<file path="config.mk">
export PLATFORM = sky130hd
export DESIGN_NAME = pulse_rate_bcd
export DESIGN_NICKNAME = d
export VERILOG_FILES = /design/src/rtl/pulse_rate_bcd.sv
export SDC_FILE = /design/constraint.sdc
export NUM_CORES = 1
export LEC_CHECK = 0
export ABC_CLOCK_PERIOD_IN_PS = 2900
export CORE_MARGIN = 2
export CORE_UTILIZATION = 50
export CTS_CLUSTER_SIZE = 24
export DETAILED_ROUTE_END_ITERATION = 8
export GPL_TIMING_DRIVEN = 0
export PLACE_DENSITY = 0.68
export SYNTH_ARGS = -nofsm -noshare
export SYNTH_HDL_FRONTEND = slang
export SYNTH_SLANG_ARGS = --single-unit
</file>
<file path="constraint.sdc">
create_clock -name CLK -period 2.9 [get_ports CLK]
set_input_delay 0.725 -clock CLK [delete_from_list [all_inputs] [get_ports CLK]]
set_output_delay 0.725 -clock CLK [all_outputs]
set_load 0.03 [all_outputs]
</file>
<file path="src/rtl/pulse_rate_bcd.sv">
// pulse_rate_bcd
// Counts debounced rising edges of an asynchronous sensor pulse over a fixed
// gate window and presents the result as two saturating BCD digits with an
// overflow flag. The display outputs update once per window, and VALID strobes
// on the following cycle.

module pulse_rate_bcd #(
    parameter int GATE_CYCLES     = 50000000,
    parameter int DEBOUNCE_CYCLES = 16
) (
    input  logic       CLK,
    input  logic       RST,
    input  logic       PULSE,
    output logic [3:0] units,
    output logic [3:0] tens,
    output logic       OVERFLOW,
    output logic       VALID
);

    // Gate counter width covers 0..GATE_CYCLES-1.
    localparam int              GATE_W    = $clog2(GATE_CYCLES);
    localparam logic [GATE_W-1:0] GATE_LAST = GATE_W'(GATE_CYCLES - 1);

    // Debounce counter reaches DB_LAST on the final differing sample.
    localparam logic [7:0] DB_LAST = 8'(DEBOUNCE_CYCLES - 1);

    // ------------------------------------------------------------------
    // Input synchronizer
    // ------------------------------------------------------------------
    logic pulse_meta;
    logic pulse_sync;

    // Two-flop synchronizer for the asynchronous sensor input.
    // NOTE: sequential state uses non-blocking (<=) so every flop samples
    // values from before the edge; blocking here would collapse the chain.
    always_ff @(posedge CLK or posedge RST) begin
        if (RST) begin
            pulse_meta <= 1'b0;
            pulse_sync <= 1'b0;
        end else begin
            pulse_meta <= PULSE;
            pulse_sync <= pulse_meta;
        end
    end

    // ------------------------------------------------------------------
    // Debounce
    // ------------------------------------------------------------------
    logic [7:0] db_cnt;
    logic       level;

    // Accept a new level only after it has persisted for DEBOUNCE_CYCLES samples.
    always_ff @(posedge CLK or posedge RST) begin
        if (RST) begin
            db_cnt <= 8'd0;
            level  <= 1'b0;
        end else if (pulse_sync == level) begin
            db_cnt <= 8'd0;
        end else if (db_cnt == DB_LAST) begin
            level  <= pulse_sync;
            db_cnt <= 8'd0;
        end else begin
            db_cnt <= db_cnt + 8'd1;
        end
    end

    // ------------------------------------------------------------------
    // Rising-edge detect on the accepted level
    // ------------------------------------------------------------------
    logic level_d;
    logic rise;

    // Delayed copy of the accepted level for edge detection.
    always_ff @(posedge CLK or posedge RST) begin
        if (RST) begin
            level_d <= 1'b0;
        end else begin
            level_d <= level;
        end
    end

    // One-cycle strobe on each 0->1 change of the accepted level.
    assign rise = level & ~level_d;

    // ------------------------------------------------------------------
    // Gate (window) counter
    // ------------------------------------------------------------------
    logic [GATE_W-1:0] gate_cnt;
    logic              window_close;

    // Free-running window counter, wrapping after GATE_CYCLES cycles.
    always_ff @(posedge CLK or posedge RST) begin
        if (RST) begin
            gate_cnt <= '0;
        end else if (gate_cnt == GATE_LAST) begin
            gate_cnt <= '0;
        end else begin
            gate_cnt <= gate_cnt + 1'b1;
        end
    end

    // The last cycle of the window is the one that publishes the count.
    assign window_close = (gate_cnt == GATE_LAST);

    // ------------------------------------------------------------------
    // BCD accumulator
    // ------------------------------------------------------------------
    logic [3:0] acc_u;
    logic [3:0] acc_t;
    logic       acc_ovf;
    logic [3:0] nxt_u;
    logic [3:0] nxt_t;
    logic       nxt_ovf;

    // Saturating BCD increment; the window-close latch uses this value so an
    // edge on the closing cycle is included.
    // NOTE: every signal written here gets a default first, so no path leaves
    // it unassigned and no latch is inferred.
    always_comb begin
        nxt_u   = acc_u;
        nxt_t   = acc_t;
        nxt_ovf = acc_ovf;
        if (rise) begin
            if (acc_u == 4'd9 && acc_t == 4'd9) begin
                nxt_ovf = 1'b1;
            end else if (acc_u == 4'd9) begin
                nxt_u = 4'd0;
                nxt_t = acc_t + 4'd1;
            end else begin
                nxt_u = acc_u + 4'd1;
            end
        end
    end

    // Accumulate within the window; restart from zero after each close.
    always_ff @(posedge CLK or posedge RST) begin
        if (RST) begin
            acc_u   <= 4'd0;
            acc_t   <= 4'd0;
            acc_ovf <= 1'b0;
        end else if (window_close) begin
            acc_u   <= 4'd0;
            acc_t   <= 4'd0;
            acc_ovf <= 1'b0;
        end else begin
            acc_u   <= nxt_u;
            acc_t   <= nxt_t;
            acc_ovf <= nxt_ovf;
        end
    end

    // ------------------------------------------------------------------
    // Published result and VALID strobe
    // ------------------------------------------------------------------
    logic close_d;

    // Display registers change only at window close, so they never show
    // a partial count.
    always_ff @(posedge CLK or posedge RST) begin
        if (RST) begin
            units    <= 4'd0;
            tens     <= 4'd0;
            OVERFLOW <= 1'b0;
        end else if (window_close) begin
            units    <= nxt_u;
            tens     <= nxt_t;
            OVERFLOW <= nxt_ovf;
        end
    end

    // VALID rises on the cycle after the display registers update.
    always_ff @(posedge CLK or posedge RST) begin
        if (RST) begin
            close_d <= 1'b0;
            VALID   <= 1'b0;
        end else begin
            close_d <= window_close;
            VALID   <= close_d;
        end
    end

endmodule
</file>
# Word-level counts from Yosys, hierarchy flattened
# Cells that the tools add are included.
# word_totals
mem_bits_rw	0
romBits	0
elab_cells	42
latch_bits	0
inputBits	3
regBits	58
out_inout_bits	10
memories	0
# classes
n_lt_le_gt_ge	0
div_mod_pow	0
n_eq_ne	5
reduce_logical	2
shift	0
add_sub_neg	4
bitwise_logic	3
n_mul	0
mux	14
# op_table
op	count
$mux W4	8
$add A26 B1 Y26 const B	1
$eq A26 B26 Y1 const B	1
$mux W26	1
$mux W8	2
$add A4 B1 Y4 const B	2
$add A8 B1 Y8 const B	1
$eq A4 B4 Y1 const B	2
$eq A8 B4 Y1 const B	1
$mux W1	3
$not A1 Y1	2
$reduce_and A2 Y1	1
$and A1 B1 Y1	1
$eq A1 B1 Y1	1
$logic_and A1 B1 Y1	1

# Logic depth before layout (Yosys ltp)
# logic_depth
word_depth	5
ltp_mapped	8
mapped_depth_nobuf	7

# Worst setup path before layout
# Ideal clock, no wire load.
# synth_timing
path_type	reg-to-reg
startpoint	register gate_cnt[0]
endpoint	register gate_cnt[23]
t_arrival_ns	1.799
required_time_ns	2.771
n_path_buf	2
setup_slack_ns	0.971
period_less_slack_ns	1.929
setup_ns	0.129
path_stages_with_launch	9
path_cell_list	dfrtp_1 > ha_1 > inv_1 > or2_0 > buf_4 > or4_4 > buf_6 > o211ai_1 > o31ai_1
# synth_via
elab_chain_len	2
elab_cells_between_ends	3
classes_between	1 x add/sub; 1 x eq/ne; 1 x mux
# synth_lines
element	line	source
start, declared	88	logic [GATE_W-1:0] gate_cnt;
start signal, assigned	98	gate_cnt <= gate_cnt + 1'b1;
$add A26 B1 Y26 or $eq A26 B26 Y1 (tied branches)	98, 95	
$mux W26 *	95	end else if (gate_cnt == GATE_LAST) begin
# Mark *: on every way between the ends. The rest lies on a longest branch, timed or not.
# A chain may end at the register's enable or synchronous reset.

# Worst setup path in the final report
# layout_timing
startpoint	register gate_cnt[6]
endpoint	register gate_cnt[23]
# The elaborated chain is that of the path after synthesis.

==> qor.csv <==
metric,value,unit
io_buffers,12,
totalWireLength,4500,um
antenna_found_initial,0,
r2r-start,gate_cnt[6],
crit_fanout,7,
worstHoldEndpoint,VALID,
cap_violations,0,
worstSetupPathType,flop to flop,
hold_path_depth,0,
cts_inserted_buffers,9,
fin_ws,0.734,ns
drt_pass1_iterations,4,
drive_above_1_share,9.45,%
total_power,0.00159,W
fmax,462,MHz
syn-cell-area,0.00258,mm2
synth_edf_count,0,
worstMarginPinSlew,0.895,ns
area_growth,16.5,%
cp.required,3.10,ns
crit_arrival,2.37,ns
r2r-end,gate_cnt[23],
crit_slowest_cell,nor4_1,
timing.final.crit_share,74.7,%
p_leak,1.44,nW
reg2reg_slack,0.73,ns
clock_latency,0.32,ns
place_area,0.00281,mm2
fin_area,0.00301,mm2
wl_per_cell,13.0,um
die_x,75.9,um
n_antenna_cell,0,
finClkSkew,0.00656,ns
clock_sinks,58,
core.rowCount,26,
p_per_area,527,mW/mm2
syn_nets,253,
gr-total-overflow,0,
gp_congestion,0.851,
rsz0062_at_grt,false,
setup_viol,0,
grt_pass1_vias,1735,
synthFlopType,dfrtp_1,
drt_iter0_drc,97,
yosysSeqAreaShare,56.2,%
path_clk_slew,0.06,ns
hp-start,close_d,
ys_warn_count,0,
place_ws,0.747,ns
synth_area_per_cell,10.5,um2
status,"finished, final reports clean",
endpoint_kind,flop,
reg2reg_depth,5,
dpl.hpwl,3110,um
fin_cells,345,
async_reset_ff_share,100,%
clock_path_buffers,2,
route.detailed.drc,0,
viasPerCell,5.09,
crit_path_cell_trace,nand4_1 -> nor4_1 -> nand3_1 -> o211ai_1 -> o31ai_1,
die_y,75.9,um
cts_tree,built,
via_count,1756,
slew_viol_final,0,
fp.coreArea,0.00504,mm2
ff_latch_area,0.00145,mm2
numPlacedInstances,329,
grt_usage,18.6,%
postCtsHoldBufs,0,
grt_max_degree,34,
postRouteAntennaNets,0,
cts_setup_buffers,0,
slew_headroom,39.8,%
root_buffer,clkbuf_8,
io_pins,13,
grt_first_pass_wirelength,7870,um
n_fill_cell,412,
multi_input_comb_area,0.00107,mm2
finalHoldViolCount,0,
start_util,51.2,%
critPathLaunchType,flop,
htree_levels,3,
ys_ff_latch,58,
dieArea,0.00576,mm2
cts_resized,0,
synth.distinct_cells,38,
ir_worst_vdd,324,uV
nNetsFinal,277,
layout_min_cycle_time,2.17,ns
synthCells,246,
max_stage_delay,0.82,ns
hold_class,flop to flop,
## how the worst max path moves through the flow
stage                      from            to  slack (ns)  depth (start not counted)
finish              gate_cnt[6]  gate_cnt[23]        0.73                          5
floorplan                   RST      OVERFLOW        0.75                          1
global placement            RST      units[0]       -0.27                          2
detailed placement  gate_cnt[0]       tens[0]        0.75                          7
global route        gate_cnt[6]  gate_cnt[23]        0.44                          5
CTS                 gate_cnt[6]  gate_cnt[23]        0.72                          5
## cell families (layout without fill, tap and decap cells)
family / Yosys count / in the layout / synth area share, %
flip-flops: 58 / 58 / 56.2
multiplexers: 4 / 4 / 1.65
XOR/XNOR: 30 / 30 / 10.2
buffers and inverters: 12 / 41 / 2.42
AO/OA/AOI/OAI: 20 / 20 / 4.17
adder cells (fa/ha/maj): 4 / 4 / 1.94
AND/OR/NAND/NOR: 118 / 118 / 23.5
## state kept, by name (all words and copies together) (netlist names)
| register | cells |
|---|---|
| OVERFLOW | 1 |
| VALID | 1 |
| acc_ovf | 1 |
| acc_t | 4 |
| acc_u | 4 |
| close_d | 1 |
| db_cnt | 8 |
| gate_cnt | 26 |
| level | 1 |
| level_d | 1 |
| pulse_meta | 1 |
| pulse_sync | 1 |
| tens | 4 |
| units | 4 |
## Yosys cell counts (2+ instances only)
cell | instances | area, um2
a21oi_1 | 12 | 60.1
and3_1 | 6 | 37.5
and4_1 | 3 | 26.3
buf_2 | 2 | 10.0
buf_4 | 2 | 15.0
dfrtp_1 | 58 | 1450
ha_1 | 4 | 50.1
inv_1 | 6 | 22.5
mux2_2 | 2 | 22.5
mux2i_1 | 2 | 20.0
nand2_1 | 19 | 71.3
nand2b_1 | 2 | 12.5
nand3_1 | 20 | 100
nand3b_1 | 3 | 22.5
nand4_1 | 6 | 37.5
nor2_1 | 41 | 154
nor3_1 | 2 | 10.0
nor4_1 | 5 | 31.3
o21ai_0 | 3 | 15.0
o21ai_1 | 2 | 10.0
xnor2_1 | 12 | 105
xor2_1 | 18 | 158
## power by group
group | internal, W | switching (W) | total, W
Sequential | 0.000815 | 0.00000422 | 0.000819
Clock | 0.000444 | 0.000295 | 0.000738
Combinational | 0.00000932 | 0.0000197 | 0.0000291
Total | 0.00127 | 0.000319 | 0.00159
## critical path, delay by kind of cell (launching register included)
family | cells | cell delay (ns)
compound gates | 2 | 0.32
flops | 1 | 0.45
simple gates | 3 | 1.28
## metal layers
layer | up-vias | share of wire, % | GRT usage (%)
li1 | 887 | - | -
met1 | 836 | 50 | 25.6
met2 | 25 | 45 | 27.7
met3 | 8 | 3.3 | 4.63
met4 | 0 | 2.0 | 8.77
met5 | - | 0 | 0
## area by class of cell
| cell class | instances | area share [%] |
|---|---|---|
| plain buffers | 6 | 1.33 |
| clock buffers | 14 | 5.41 |
| clock inverters | 2 | 1.16 |
| inverters | 6 | 0.749 |
| multi-input cells | 176 | 35.5 |
| flip-flops and latches | 58 | 48.3 |
| well taps | 70 | 2.91 |
| repair buffers | 13 | 4.66 |
## layout by cell type (no fill, tap or decap), drive strengths merged, types with 3 or more instances in the layout
cell / Yosys / routed
dfrtp: 58 / 58
nor2: 41 / 41
nand3: 20 / 20
nand2: 19 / 19
xor2: 18 / 18
clkbuf: 1 / 15
xnor2: 12 / 12
a21oi: 12 / 12
clkdlybuf4s50: 0 / 12
nand4: 7 / 7
and3: 6 / 6
nor4: 6 / 6
inv: 6 / 6
buf: 5 / 6
o21ai: 5 / 5
ha: 4 / 4
and4: 3 / 3
nand3b: 3 / 3
## per-stage QoR
stage	TNS, ns	util [%]	hold WS, ns
final	0	59.7	0.347
after global routing	0	59.7	0.355
after CTS	0	59.7	0.348
after detailed placement	0	55.7	0.335
after global placement	-15.59	55.3	0.333
after floorplan	0	-	0.331
(Power assumes the default switching activity.)
==> edit 1: new RTL, same settings <==
Register the output `OVERFLOW` once more; this adds one clock of latency there. The other outputs are not delayed to match.
--- a/src/rtl/pulse_rate_bcd.sv
+++ b/src/rtl/pulse_rate_bcd.sv
@@ -23,6 +23,8 @@
 
     // Debounce counter reaches DB_LAST on the final differing sample.
     localparam logic [7:0] DB_LAST = 8'(DEBOUNCE_CYCLES - 1);
+
+    logic OVERFLOW_s0;
 
     // ------------------------------------------------------------------
     // Input synchronizer
@@ -160,11 +162,11 @@
         if (RST) begin
             units    <= 4'd0;
             tens     <= 4'd0;
-            OVERFLOW <= 1'b0;
+            OVERFLOW_s0 <= 1'b0;
         end else if (window_close) begin
             units    <= nxt_u;
             tens     <= nxt_t;
-            OVERFLOW <= nxt_ovf;
+            OVERFLOW_s0 <= nxt_ovf;
         end
     end
 
@@ -179,4 +181,8 @@
         end
     end
 
+    always_ff @(posedge CLK) begin
+        OVERFLOW <= OVERFLOW_s0;
+    end
+
 endmodule
Formal check against the unedited RTL: no difference found for any inputs over 10 cycles, from zero or initial values and one cycle with RST high; that may be too few to reach the edited logic, so the function may still have changed.
==> edit 1 against the original RTL <==
  * Sequential cell count up 1
  * Critical path type unchanged
  * Power down 3.9%
  * Clock power down 10%
  * Cell area about the same
  * Worst setup slack worse by 59 ps
  * First-iteration DRC count down 16%
  * Non-clock buffer count unchanged
  * Count of clock-buffer cells in the layout down 3
  * Routed wire length down 0.73%
  * Largest cell class unchanged
  * Global-route usage down 0.51 points
  * Area after synthesis up 0.78%
==> edit 1: results (changes against the original RTL) <==
[status]
status=complete, no violations

[yosys]
synth_area_leaders=dfrtp_1, xor2_1, nor2_1, xnor2_1, nand3_1
synthArstFlopShare_pct=98.3  ; -1.7 points
synthesis.nets=254  ; +0.40%
yosysSeqAreaShare_pct=56.5  ; +0.34 points
netlist_top_cells_count=dfrtp_1, nor2_1, nand3_1
ys_warn_count=0  ; unchanged
synth_cell_types=39  ; +2.6%

[detailed_routing]
routed_wl_mm=4.47  ; -0.73%
first_pass_iters=4  ; unchanged
dr.first_iter.drc_count=81  ; -16%
vias=1814  ; +3.3%

[worst_setup_path]
cp_max_fo=7  ; unchanged
cpPeakStageDelay_ps=890  ; +70 ps
critPathSlowestCell=nor4_1
reg2reg_to=gate_cnt[23]
reg2reg_slack_ps=670  ; -60 ps
worst-r2r-cell-count=5  ; unchanged
arrival_ps=2440  ; +70 ps
rr_startpoint=gate_cnt[6]

[cts]
postCtsSetupBuffers=0  ; unchanged
post_cts_resized=0  ; unchanged
cts_root_buffer=clkbuf_8
clk_pin_slew_ps=60  ; about the same
ctsLongestPathBuffers=2  ; unchanged
numCtsBuffers=9  ; unchanged
clkLatencyLatePin_ps=340  ; +20 ps
htree_levels=3  ; unchanged
hold_buffers=0  ; unchanged

[global_routing]
grt_pass1_wl_mm=8.14  ; +3.4%
grt_max_degree=44  ; +29%
grt.total_usage_pct=18.1  ; -0.51 points
antenna_found_initial=0  ; unchanged

[power]
power.leakage_nw=1.44  ; +0.16%
ir_worst_vdd_v=0.000280  ; -13%

[layout]
num_antenna_cells=0  ; unchanged
finalNetCount=278  ; +0.36%
drive_above_1_share_pct=10.5  ; +1.1 points
reg.largest.list=gate_cnt: 26 flops, db_cnt: 8 flops

[place]
port-buffer-count=12  ; unchanged
hpwl_mm=3.02  ; -2.8%
placed_area_sq_mm=0.00283  ; +0.71%
gp_congestion=0.776  ; -8.9%

[min_path]
hold_start=close_d
hold_end=VALID
worstHoldPathType=flop to flop
whs_path_depth=0  ; unchanged

[sta]
worst_pin_slew_ps=1000  ; +107 ps
finClkSkew_ps=3.94  ; -2.62 ps

edit 1: worst max-delay path by stage:
stage / start / endpoint / cells past startpoint
finish: gate_cnt[6] / gate_cnt[23] / 5
detailed placement: gate_cnt[6] / gate_cnt[23] / 5
global placement: RST / gate_cnt[0] / 2
CTS: gate_cnt[6] / gate_cnt[23] / 5
global route: gate_cnt[6] / gate_cnt[23] / 5
floorplan: RST / OVERFLOW_s0 / 1
edit 1: cell type report:
| type | count | area, sq um |
|---|---|---|
| fill | 453 | 2070 |
| sequential | 59 | 1470 |
| multi-input combinational | 176 | 1070 |
| clock buffer | 11 | 151 |
| timing repair buffer | 13 | 140 |
| tap | 70 | 87.6 |
| buffer | 6 | 40.0 |
| clock inverter | 5 | 27.5 |
| inverter | 6 | 22.5 |
edit 1: cell families after synthesis:
| logic type | share of synthesized area (%) |
|---|---|
| simple gates | 23.3 |
| buf+inv | 2.40 |
| flops | 56.5 |
| compound gates | 4.13 |
| mux | 1.63 |
| fa+ha+maj | 1.92 |
| xor+xnor | 10.1 |
edit 1: layer usage:
layer  track usage, %  part of all wire [%]  up-vias
met1             21.3                    47      891
met5                0                     0        -
met2             29.2                    48       22
li1                 -                     -      891
met4             8.55                   1.7        0
met3             7.11                   3.8       10
edit 1: power breakdown:
part | switching [mW] | leakage [nW] | internal [mW]
Clock | 0.313 | 0.0949 | 0.350
Combinational | 0.0199 | 0.546 | 0.00965
Sequential | 0.00437 | 0.797 | 0.828
edit 1: per-stage QoR:
stage / hold slack (ps) / cells / utilization, % / worst slack (ps)
6_report: 359 / 346 / 59.3 / 675
5_1_grt: 377 / 346 / 59.3 / 456
4_1_cts: 366 / 346 / 59.3 / 637
3_5_place_dp: 347 / 330 / 55.8 / 669
3_3_place_gp: 333 / 329 / 55.4 / -286
2_1_floorplan: 331 / 247 / - / 747
edit 1: critical path: cells and delay by family, from the launching register on:
kind	cells	cell delay, ps
and+or+nand+nor	3	1350
DFF	1	430
AOI/OAI and AO/OA	2	320
==> edit 2: new RTL, same flow settings <==
Made on the original files. Set the parameter `GATE_CYCLES` to 12500000 (it was 50000000).
--- a/src/rtl/pulse_rate_bcd.sv
+++ b/src/rtl/pulse_rate_bcd.sv
@@ -5,7 +5,7 @@
 // on the following cycle.
 
 module pulse_rate_bcd #(
-    parameter int GATE_CYCLES     = 50000000,
+    parameter int GATE_CYCLES     = 12500000,
     parameter int DEBOUNCE_CYCLES = 16
 ) (
     input  logic       CLK,
Formal check against the unedited RTL: same outputs for any inputs over 10 cycles, from zero or initial values and one cycle with RST high; that may be too few to reach the edited logic, so the function may still have changed.
==> edit 2 against the original RTL <==
  * Power fell by 21%
  * Non-clock buffer count did not move
  * Worst setup slack worse by 98 ps
  * Routed wire length decreased by 4.1%
  * Cell area fell by 3.4%
  * Area after synthesis increased by 0.15%
  * Sequential cell count shrank 2
==> edit 2: results (changes against the original RTL) <==
[place]
place_ws_ps=628  ; -119 ps
placed_area_sq_mm=0.00281  ; +0.13%

[cts]
numCtsBuffers=5  ; -4

[detailed_routing]
vias_per_cell=5.29  ; +3.9%
dr.first_iter.drc_count=40  ; -59%
routed_wl_mm=4.32  ; -4.1%
route.met2.wl_mm=2.02  ; +0.35%

[layout]
reg.largest.list=gate_cnt: 24 flops, db_cnt: 8 flops
drive_above_1_share_pct=7.55  ; -1.9 points
finalNetCount=271  ; -2.2%
layoutNonFillerInstCount=335  ; -2.9%

[global_routing]
use_met3_pct=3.57  ; -1.1 points
grt_pass1_wl_mm=7.96  ; +1.1%
grt_max_degree=40  ; +18%
grt.total_usage_pct=16.9  ; -1.7 points

[worst_setup_path]
reg2reg_slack_ps=640  ; -100 ps
arrival_ps=2450  ; +80 ps
cp_max_fo=10  ; +3

[yosys]
synth_area_leaders=dfrtp_1, xor2_1, mux2i_1, nor2_1, xnor2_1
yosysSeqAreaShare_pct=54.2  ; -2.0 points
synth_compound_area_share_pct=6.10  ; +1.9 points
netlist_top_cells_count=dfrtp_1, nor2_1, inv_1, nand2_1, nand3_1
synth-xor-area-share_pct=8.13  ; -2.0 points
synth_cell_types=39  ; +2.6%
synth.avg_cell_area_sq_um=10.6  ; +0.97%

[sta]
holdWs_ps=363  ; +16.4 ps
fmax_ghz=0.442  ; -4.3%
finClkSkew_ps=14.4  ; +7.88 ps

[status]
status=complete, no violations

-- edit 2: critical path, cell delays in order (launching register included) --
cell	delay (ps)
dfrtp_1	390
ha_1	210
and4_1	180
buf_2	160
nand2_1	210
nor4_4	460
clkbuf_1	420
nor2_1	110
-- edit 2: where the power goes --
part,switching [mW],internal (mW)
Combinational,0.0195,0.00938
Sequential,0.00438,0.785
Clock,0.268,0.174
Total,0.291,0.969
-- edit 2: cell type report --
class	count	area, sq um
flip-flops and latches	56	1400
clock inverters	3	22.5
multi-input cells	165	1090
well taps	70	87.6
clock buffers	5	68.8
fillers	467	2140
plain buffers	6	28.8
inverters	17	63.8
repair buffers	13	140
-- edit 2: final timing paths --
kind / start / to / cells past startpoint
setup / recovery: gate_cnt[0] / acc_t[0] / 7
hold / removal: close_d / VALID / 0
setup reg to reg: gate_cnt[0] / acc_t[0] / 7
hold reg to reg: close_d / VALID / 0
max in group asynchronous: RST / gate_cnt[7] / 3
min in group asynchronous: RST / db_cnt[1] / 2
